==> src/rtl/fetch_stage.sv <==
// ---------------------------------------------------------------------------
// fetch_stage
//   Fetch stage and IF/ID pipeline register of a 5-stage MIPS core.
//   This module holds the fetch PC (PCF) and reads instructions from an
//   instruction memory whose latency varies (ImemReq/ImemReady).
//   It feeds InstrD/PCPlus4D/ValidD to decode. It obeys StallF/StallD from
//   the hazard unit and applies taken-branch redirects from decode.
//
// Handshake: ImemReq/ImemAddr form a request. A transfer completes on a
//   rising edge where ImemReq && ImemReady, and ImemRdata is valid in that
//   same cycle. Once ImemReq is raised it stays high, and ImemAddr stays
//   stable, until the transfer completes. A request is never withdrawn.
//
// Ports
//   clk, rst_n           clock, asynchronous active-low reset
//   StallF, StallD       hazard-unit stalls (driven equal)
//   PCSrcD, PCBranchD    taken branch and its target from decode
//   ImemReq, ImemAddr    instruction read request / address (= PCF)
//   ImemReady, ImemRdata transfer completion / instruction word
//   PCF                  current fetch PC
//   InstrD, PCPlus4D     IF/ID register (InstrD = 0 for a bubble)
//   ValidD               IF/ID holds a real instruction
//   state_dbg            FSM state: 0 = FETCH, 1 = BUF, 2 = DRAIN
// ---------------------------------------------------------------------------
module fetch_stage #(
    parameter logic [31:0] RESET_PC = 32'h0000_0000
) (
    input  logic        clk,
    input  logic        rst_n,
    input  logic        StallF,
    input  logic        StallD,
    input  logic        PCSrcD,
    input  logic [31:0] PCBranchD,
    output logic        ImemReq,
    output logic [31:0] ImemAddr,
    input  logic        ImemReady,
    input  logic [31:0] ImemRdata,
    output logic [31:0] PCF,
    output logic [31:0] InstrD,
    output logic [31:0] PCPlus4D,
    output logic        ValidD,
    output logic [1:0]  state_dbg
);

    typedef enum logic [1:0] {
        FETCH = 2'd0,   // request outstanding for PCF
        BUF   = 2'd1,   // word for PCF parked in buf_q, no request
        DRAIN = 2'd2    // wrong-path request outstanding, target in redir_pc
    } state_t;

    state_t      state;
    logic [31:0] buf_q;
    logic [31:0] redir_pc;

    logic        go;
    logic        redir;
    logic        done;
    logic [31:0] pc_plus4;

    // ImemReq is gated by rst_n so that it drops as soon as reset asserts.
    // It does not wait for the registers to clear.
    assign ImemReq   = rst_n && (state != BUF);
    assign ImemAddr  = PCF;
    assign state_dbg = state;

    assign go       = !StallF && !StallD;
    assign redir    = PCSrcD && ValidD && !StallD;
    assign done     = ImemReq && ImemReady;
    assign pc_plus4 = PCF + 32'd4;

    always_ff @(posedge clk or negedge rst_n) begin
        if (!rst_n) begin
            state    <= FETCH;
            PCF      <= RESET_PC;
            InstrD   <= 32'd0;
            PCPlus4D <= 32'd0;
            ValidD   <= 1'b0;
            buf_q    <= 32'd0;
            redir_pc <= 32'd0;
        end else begin
            case (state)
                FETCH: begin
                    if (redir && !done) begin
                        // The request cannot be withdrawn. Keep the target
                        // until the wrong-path word arrives.
                        redir_pc <= PCBranchD;
                        state    <= DRAIN;
                        InstrD   <= 32'd0;
                        PCPlus4D <= 32'd0;
                        ValidD   <= 1'b0;
                    end else if (redir && done) begin
                        PCF      <= PCBranchD;
                        InstrD   <= 32'd0;
                        PCPlus4D <= 32'd0;
                        ValidD   <= 1'b0;
                    end else if (done && go) begin
                        InstrD   <= ImemRdata;
                        PCPlus4D <= pc_plus4;
                        ValidD   <= 1'b1;
                        PCF      <= pc_plus4;
                    end else if (done) begin
                        // Decode is stalled, so park the word.
                        buf_q <= ImemRdata;
                        state <= BUF;
                    end else if (!StallD) begin
                        InstrD   <= 32'd0;
                        PCPlus4D <= 32'd0;
                        ValidD   <= 1'b0;
                    end
                end

                BUF: begin
                    if (redir) begin
                        PCF      <= PCBranchD;
                        state    <= FETCH;
                        InstrD   <= 32'd0;
                        PCPlus4D <= 32'd0;
                        ValidD   <= 1'b0;
                    end else if (go) begin
                        InstrD   <= buf_q;
                        PCPlus4D <= pc_plus4;
                        ValidD   <= 1'b1;
                        PCF      <= pc_plus4;
                        state    <= FETCH;
                    end
                end

                DRAIN: begin
                    if (done) begin
                        PCF   <= redir_pc;
                        state <= FETCH;
                    end
                    if (!StallD) begin
                        InstrD   <= 32'd0;
                        PCPlus4D <= 32'd0;
                        ValidD   <= 1'b0;
                    end
                end

                default: state <= FETCH;
            endcase
        end
    end

endmodule

==> config.mk <==
export PLATFORM = sky130hd
export DESIGN_NAME = fetch_stage
export DESIGN_NICKNAME = d
export VERILOG_FILES = /design/src/rtl/fetch_stage.sv
export SDC_FILE = /design/constraint.sdc
export NUM_CORES = 1
export LEC_CHECK = 0
export CORE_MARGIN = 1.5
export CORE_UTILIZATION = 46
export CTS_CLUSTER_SIZE = 24
export DETAILED_ROUTE_END_ITERATION = 6
export PLACE_DENSITY_LB_ADDON = 0.2
export RECOVER_POWER = 25
export REMOVE_ABC_BUFFERS = 1
export SYNTH_ARGS = -nofsm -noshare
export SYNTH_HDL_FRONTEND = slang
export SYNTH_SLANG_ARGS = --single-unit
==> constraint.sdc <==
create_clock -name clk -period 2.45 [get_ports clk]
set_clock_uncertainty 0.2 [all_clocks]
set_input_delay 0.245 -clock clk [delete_from_list [all_inputs] [get_ports clk]]
set_output_delay 0.245 -clock clk [all_outputs]
set_load 0.05 [all_outputs]
Word-level counts from Yosys, hierarchy flattened

Index checks and enable logic that the tools add are counted.
W data, S select, Z words.

Input bits: 70
Register bits: 163

Bitwise operators: 3
Reductions and logical operators: 18
Eq/ne operators: 11
Add/sub/neg operators: 1
Muxes and demuxes: 38

Operators with widths:

| operator                | number |
|---|---|
| $mux W32                | 19 |
| $pmux W32 S3            | 3 |
| $add A32 B3 Y32 const B | 1 |
| $ne A3 B3 Y1 const B    | 5 |
| $reduce_and A5 Y1       | 3 |
| $mux W2                 | 7 |
| $logic_and A1 B1 Y1     | 8 |
| $mux W1                 | 7 |
| $pmux W2 S3             | 1 |
| $ne A5 B5 Y1 const B    | 1 |
| $ne A2 B2 Y1 const B    | 2 |
| $logic_not A1 Y1        | 3 |
| $not A1 Y1              | 3 |
| $pmux W1 S3             | 1 |
| $reduce_and A3 Y1       | 1 |
| $reduce_bool A3 Y1      | 1 |
| $eq A2 B1 Y1 const B    | 1 |
| $eq A2 B2 Y1 const B    | 1 |
| $logic_not A2 Y1        | 1 |
| $ne A2 B1 Y1 const B    | 1 |
| $reduce_and A2 Y1       | 1 |

Longest topological paths before layout

Gate-level depths: netlist of run 1.

Depth after elaboration: 8
Mapped depth: 10
Depth with buffers taken out: 7

Worst setup path after synthesis of run 1

OpenSTA, ideal clock, no wires.

Kind: reg2reg
Start: register state[0], in the netlist state_dbg[0]
End: register PCPlus4D[22]
Stages on the path, launching flop included: 11
Period minus slack after synthesis: 2746 ps
Library setup time: 67 ps
Arrival time: 2479 ps
Slack: -296 ps
Cells stage by stage: dfrtp_1 inv_1 ha_1 buf_2 nand4bb_1 buf_2 nor4_4 nor2_1 nor2_2 buf_4 a22o_1

Word-level cells in the longest chain between the ends: 8
Elaborated cells between the ends (all ways): 18
Those cells by class: 5 x eq/ne; 4 x mux; 9 x reduce/logical

RTL lines:

| what                     | line | text |
|---|---|---|
| start: declaration       | 51   | `state_t state;` |
| start signal: assignment | 73   | `state <= FETCH;` |
| start signal: assignment | 87   | `state <= DRAIN;` |
| start signal: assignment | 104  | `state <= BUF;` |
| $ne A2 B1 Y1             | 62   | `assign ImemReq = rst_n && (state != BUF);` |
| $logic_and A1 B1 Y1      | 62   |  |
| $logic_and A1 B1 Y1      | 68   | `assign done = ImemReq && ImemReady;` |
| $logic_and A1 B1 Y1      | 96   | `end else if (done && go) begin` |
| $mux W32                 | 96   |  |
| $mux W32                 | 91   | `end else if (redir && done) begin` |
| $mux W32                 | 83   | `if (redir && !done) begin` |
| $pmux W32 S3             | 81   | `case (state)` |
| end signal: assignment   | 98   | `PCPlus4D <= pc_plus4;` |
| end signal: assignment   | 121  | `PCPlus4D <= pc_plus4;` |
| end: declaration         | 40   | `output logic [31:0] PCPlus4D,` |

Several ways; a longest one is shown, not always the timed one.
A chain may end at the register's enable or synchronous reset.

Final worst setup path of run 1

Start: register state[0], in the netlist state_dbg[0]
End: register PCF[29], in the netlist ImemAddr[29]

Word-level cells in the longest chain between the ends: 7
Elaborated cells between the ends (all ways): 19
Those cells by class: 7 x eq/ne; 3 x mux; 9 x reduce/logical

RTL lines:

| what                                                    | line   | text |
|---|---|---|
| $ne A2 B1 Y1                                            | 62     |  |
| $logic_and A1 B1 Y1                                     | 62     |  |
| $logic_and A1 B1 Y1                                     | 68     |  |
| $logic_and A1 B1 Y1 or $logic_not A1 Y1 (tied branches) | 91, 83 |  |
| $mux W32 or $logic_and A1 B1 Y1 (tied branches)         | 91, 83 |  |
| $mux W32 or $ne A2 B2 Y1 (tied branches)                | -      |  |
| $pmux W32 S3 or $reduce_and A5 Y1 (tied branches)       | -      |  |
| end signal: assignment                                  | 92     | `PCF <= PCBranchD;` |
| end signal: assignment                                  | 100    | `PCF <= pc_plus4;` |
| end signal: assignment                                  | 114    | `PCF <= PCBranchD;` |
| end: declaration                                        | 38     | `output logic [31:0] PCF,` |

Several ways; a longest one is shown, not always the timed one. The select of a mux whose other input is x is not followed.

==> results.sh, run 1 <==
export IMPL_status="finished, final reports clean"
export IMPL_antennaDiodeCount=0
export IMPL_port_buffers=201
export IMPL_synth_top_family_by_area="compound AO/OA/AOI/OAI gates"
export IMPL_cts_max_level=4
export IMPL_clk_insertion_delay_late_ns=0.43
export IMPL_slowest_delay_ns=0.42
export IMPL_yosys_area_share_simple_pct=12.1
export IMPL_firstDrtPassIters=5
export IMPL_period_needed_ns=2.43
export IMPL_register_area_um2=4080
export IMPL_grt_pass1_vias=8075
export IMPL_finalSetupViolCount=0
export IMPL_multiInputGateArea_um2=4410
export IMPL_cap_violations=0
export IMPL_die_area_um2=20700
export IMPL_syn_mean_instance_area_um2=10.6
export IMPL_max_slew_margin_rel_pct=34.3
export IMPL_cp_arrival_ns=2.55
export IMPL_postRouteAntennaNets=0
export IMPL_final_nets=1182
export IMPL_cp_num_buf_inv=2
export IMPL_rows=51
export IMPL_grt_first_pass_wirelength_um=43900
export IMPL_die_y_um=144
export IMPL_syn_to_final_growth_pct=37.9
export IMPL_fin_ws_ns=0.0168
export IMPL_peakVddDrop_uv=904
export IMPL_start_util_pct=46.9
export IMPL_path_max_fanout=20
export IMPL_clkSlewWorstSetupHoldPaths_ns=0.07
export IMPL_gr_total_overflow=0
export IMPL_yosys_register_bits=163
export IMPL_rsz0062_at_grt="true"
export IMPL_die_w_um=144
export IMPL_hold_violations=0
export IMPL_cp_common_cell="a222oi_1"
export IMPL_yosys_area_top_type="dfrtp_1"
export IMPL_drc=0
export IMPL_detailed_place_hpwl_um=19300
export IMPL_synth_top_area_share_pct=44.7
export IMPL_crit_path_end_kind="flop"
export IMPL_worst_pin_slew_ns=0.985
export IMPL_startpoint="state_dbg[0]$_DFFE_PN0P_"
export IMPL_max_freq_mhz=411
export IMPL_numCtsBuffers=17
export IMPL_syn_area_um2=9130
export IMPL_synth_edff_count=0
export IMPL_initialDrtViolationCount=807
export IMPL_synth_compound_area_share_pct=24.4
export IMPL_rr_startpoint="state_dbg[0]$_DFFE_PN0P_"
export IMPL_grt_max_degree=61
export IMPL_criticalPathCategory="flop to flop"
export IMPL_synth_async_reset_ratio_pct=100
export IMPL_fin_util_pct=64.7
export IMPL_core_um2=19500
export IMPL_drt_total_wl_um=28400
export IMPL_ys_top_cells_by_area="dfrtp_1 (45%), mux2_2 (8.3%), o2bb2ai_1 (4.2%)"
export IMPL_nFillCells=1588
export IMPL_cts_tree="done"
export IMPL_final_common_cell="clkdlybuf4s50_1"
export IMPL_io_pins=202
export IMPL_startpoint_type="flop"
export IMPL_seq_area_frac_synth_pct=44.7
export IMPL_total_leakage_power_nw=5.20
export IMPL_clock_sinks=163
export IMPL_via_count=8342
export IMPL_wire_per_inst_um=20.5
export IMPL_root_buffer="clkbuf_16"
export IMPL_clockBufferDepth=2
export IMPL_ys_flop_type="dfrtp_1"
export IMPL_crit_path_cell_trace="ha_4, nand3b_1, a222oi_1, buf_4, o211ai_1, buf_6, a21o_1, a222oi_1"
export IMPL_via_per_inst=6.02
export IMPL_ff2ff_setup_slack_ns=0.02
export IMPL_powerDensity_nw_per_um2=1490
export IMPL_antenna_found_initial=0
export IMPL_synth_cell_type_count=89
export IMPL_final_layout_size_suffix_gt1_share_pct=23.9
export IMPL_synthAdderAreaFrac_pct=0.548
export IMPL_synth_xor_area_share_pct=2.01
export IMPL_grt_usage_pct=27.7
export IMPL_synthMuxAreaShare_pct=8.48
export IMPL_crit_required_ns=2.57
export IMPL_place_gp_congestion=0.931
export IMPL_netlist_instances=865
export IMPL_yosysWarnings=0
export IMPL_pre_cts_ws_ns=-0.163
export IMPL_slew_viol_final=0
export IMPL_post_route_period_util_pct=99.3
export IMPL_hp_class="input port to asynchronous set/reset pin"
export IMPL_layout_cells_most_common_list="clkdlybuf4s50_1 (196), dfrtp_1 (162), buf_4 (101), mux2_2 (67), nand2_1 (48)"
export IMPL_slowest_stage="dfrtp_1"
export IMPL_critPathTopFamily="compound AO/OA/AOI/OAI gates"
logic make-up (layout without fill, tap and decap cells):
| family | after synthesis | count (layout) |
|---|---|---|
| flip-flops | 163 | 163 |
| AO/OA/AOI/OAI | 298 | 298 |
| adder cells (fa/ha/maj) | 4 | 4 |
| XOR/XNOR | 21 | 21 |
| multiplexers | 69 | 69 |
| buffers and inverters | 115 | 370 |
| AND/OR/NAND/NOR | 195 | 195 |
where the power goes:
| part | total, mW | switching (mW) | internal [mW] | leakage [nW] |
|---|---|---|---|---|
| sequential | 4.80 | 0.879 | 3.92 | 2.06 |
| combinational | 11.4 | 7.00 | 4.39 | 2.87 |
| clock | 2.58 | 1.15 | 1.44 | 0.271 |
through the flow:
stage	power, mW	std cells	hold slack [ns]	setup TNS, ns	instance area, um2
2_1_floorplan	11.4	765	-0.251	-203.57	8480
3_3_place_gp	15.6	1344	-0.153	-0.0624	11800
3_5_place_dp	15.8	1344	-0.153	-0.496	11800
4_1_cts	18.5	1379	0.00135	0	12500
5_1_grt	19.7	1385	0.0191	-0.277	12600
6_report	18.8	1385	0.0109	0	12600
per-layer routing:
metal / part of all wire, % / track usage, % / up-vias
met1: 44 / 38.9 / 4114
li1: - / - / 3757
met4: 3.0 / 12.0 / 0
met2: 45 / 41.8 / 406
met5: 0 / 0 / -
met3: 7.9 / 4.87 / 65
final timing paths:
path / endpoint / cells past startpoint
worst min register to register: PCPlus4D[14]$_DFFE_PN0P_ / 1
worst max-delay path: ImemAddr[29]$_DFFE_PN0P_ / 8
worst max register to register: ImemAddr[29]$_DFFE_PN0P_ / 8
max in group asynchronous: ImemAddr[4]$_DFFE_PN0P_ / 4
worst min-delay path: state_dbg[0]$_DFFE_PN0P_ / 2
min in group clk: buf_q[25]$_DFFE_PN0P_ / 2
registers in the layout (all words and copies together) (netlist names):
name,count
ImemAddr,32
buf_q,32
InstrD,32
redir_pc,32
ValidD,1
state_dbg,2
PCPlus4D,32
Yosys cell counts (4+ instances only):
cell,n
nor3_1,16
nor4_1,9
buf_4,37
a222oi_1,4
mux2_2,67
clkbuf_8,7
o21ai_0,44
xnor2_1,15
a21bo_2,4
a221o_1,6
nand4_1,8
a31oi_1,6
clkbuf_1,21
nand2_1,49
dfrtp_1,163
o31ai_1,10
or2_2,4
a21oi_1,33
nand3_1,20
a211oi_1,6
a221oi_1,10
o22ai_1,9
nor2_1,40
o211ai_1,5
buf_6,5
buf_2,27
a21boi_0,5
ha_1,4
a21o_1,5
and3_1,7
a22oi_1,39
xor2_1,6
a22o_1,34
inv_1,13
and4_1,5
o2bb2ai_1,44
final cells by class:
type / instances / area share [%]
Timing Repair Buffer: 324 / 25.0
Clock buffer: 18 / 3.49
Multi-Input combinational cell: 587 / 35.1
Clock inverter: 13 / 1.00
Inverter: 15 / 0.447
Tap cell: 265 / 2.63
Sequential cell: 163 / 32.4
worst register-to-register path: cells and delay by family, from the launching register on:
kind / cells / cell delay (ns)
flip-flops: 1 / 0.42
AND/OR/NAND/NOR: 1 / 0.19
AO/OA/AOI/OAI: 4 / 0.87
buffers and inverters: 2 / 0.43
adder cells (fa/ha/maj): 1 / 0.20
what timing repair did:
action	CTS	global route
hold endpoints to repair	103	0
gates resized for setup	7	18
endpoints found under the setup margin	10	41
hold buffers	1	0
gates cloned	0	1
buffers inserted	3	5
pin swaps	1	6
Power figures use the tool's default switching activity.
==> run 2, diff against run 1 <==
Settings changed: CAP_MARGIN set to 30.
==> results of run 2 <==
Same layout as run 1: the final DEF is identical, and so are final timing and power.
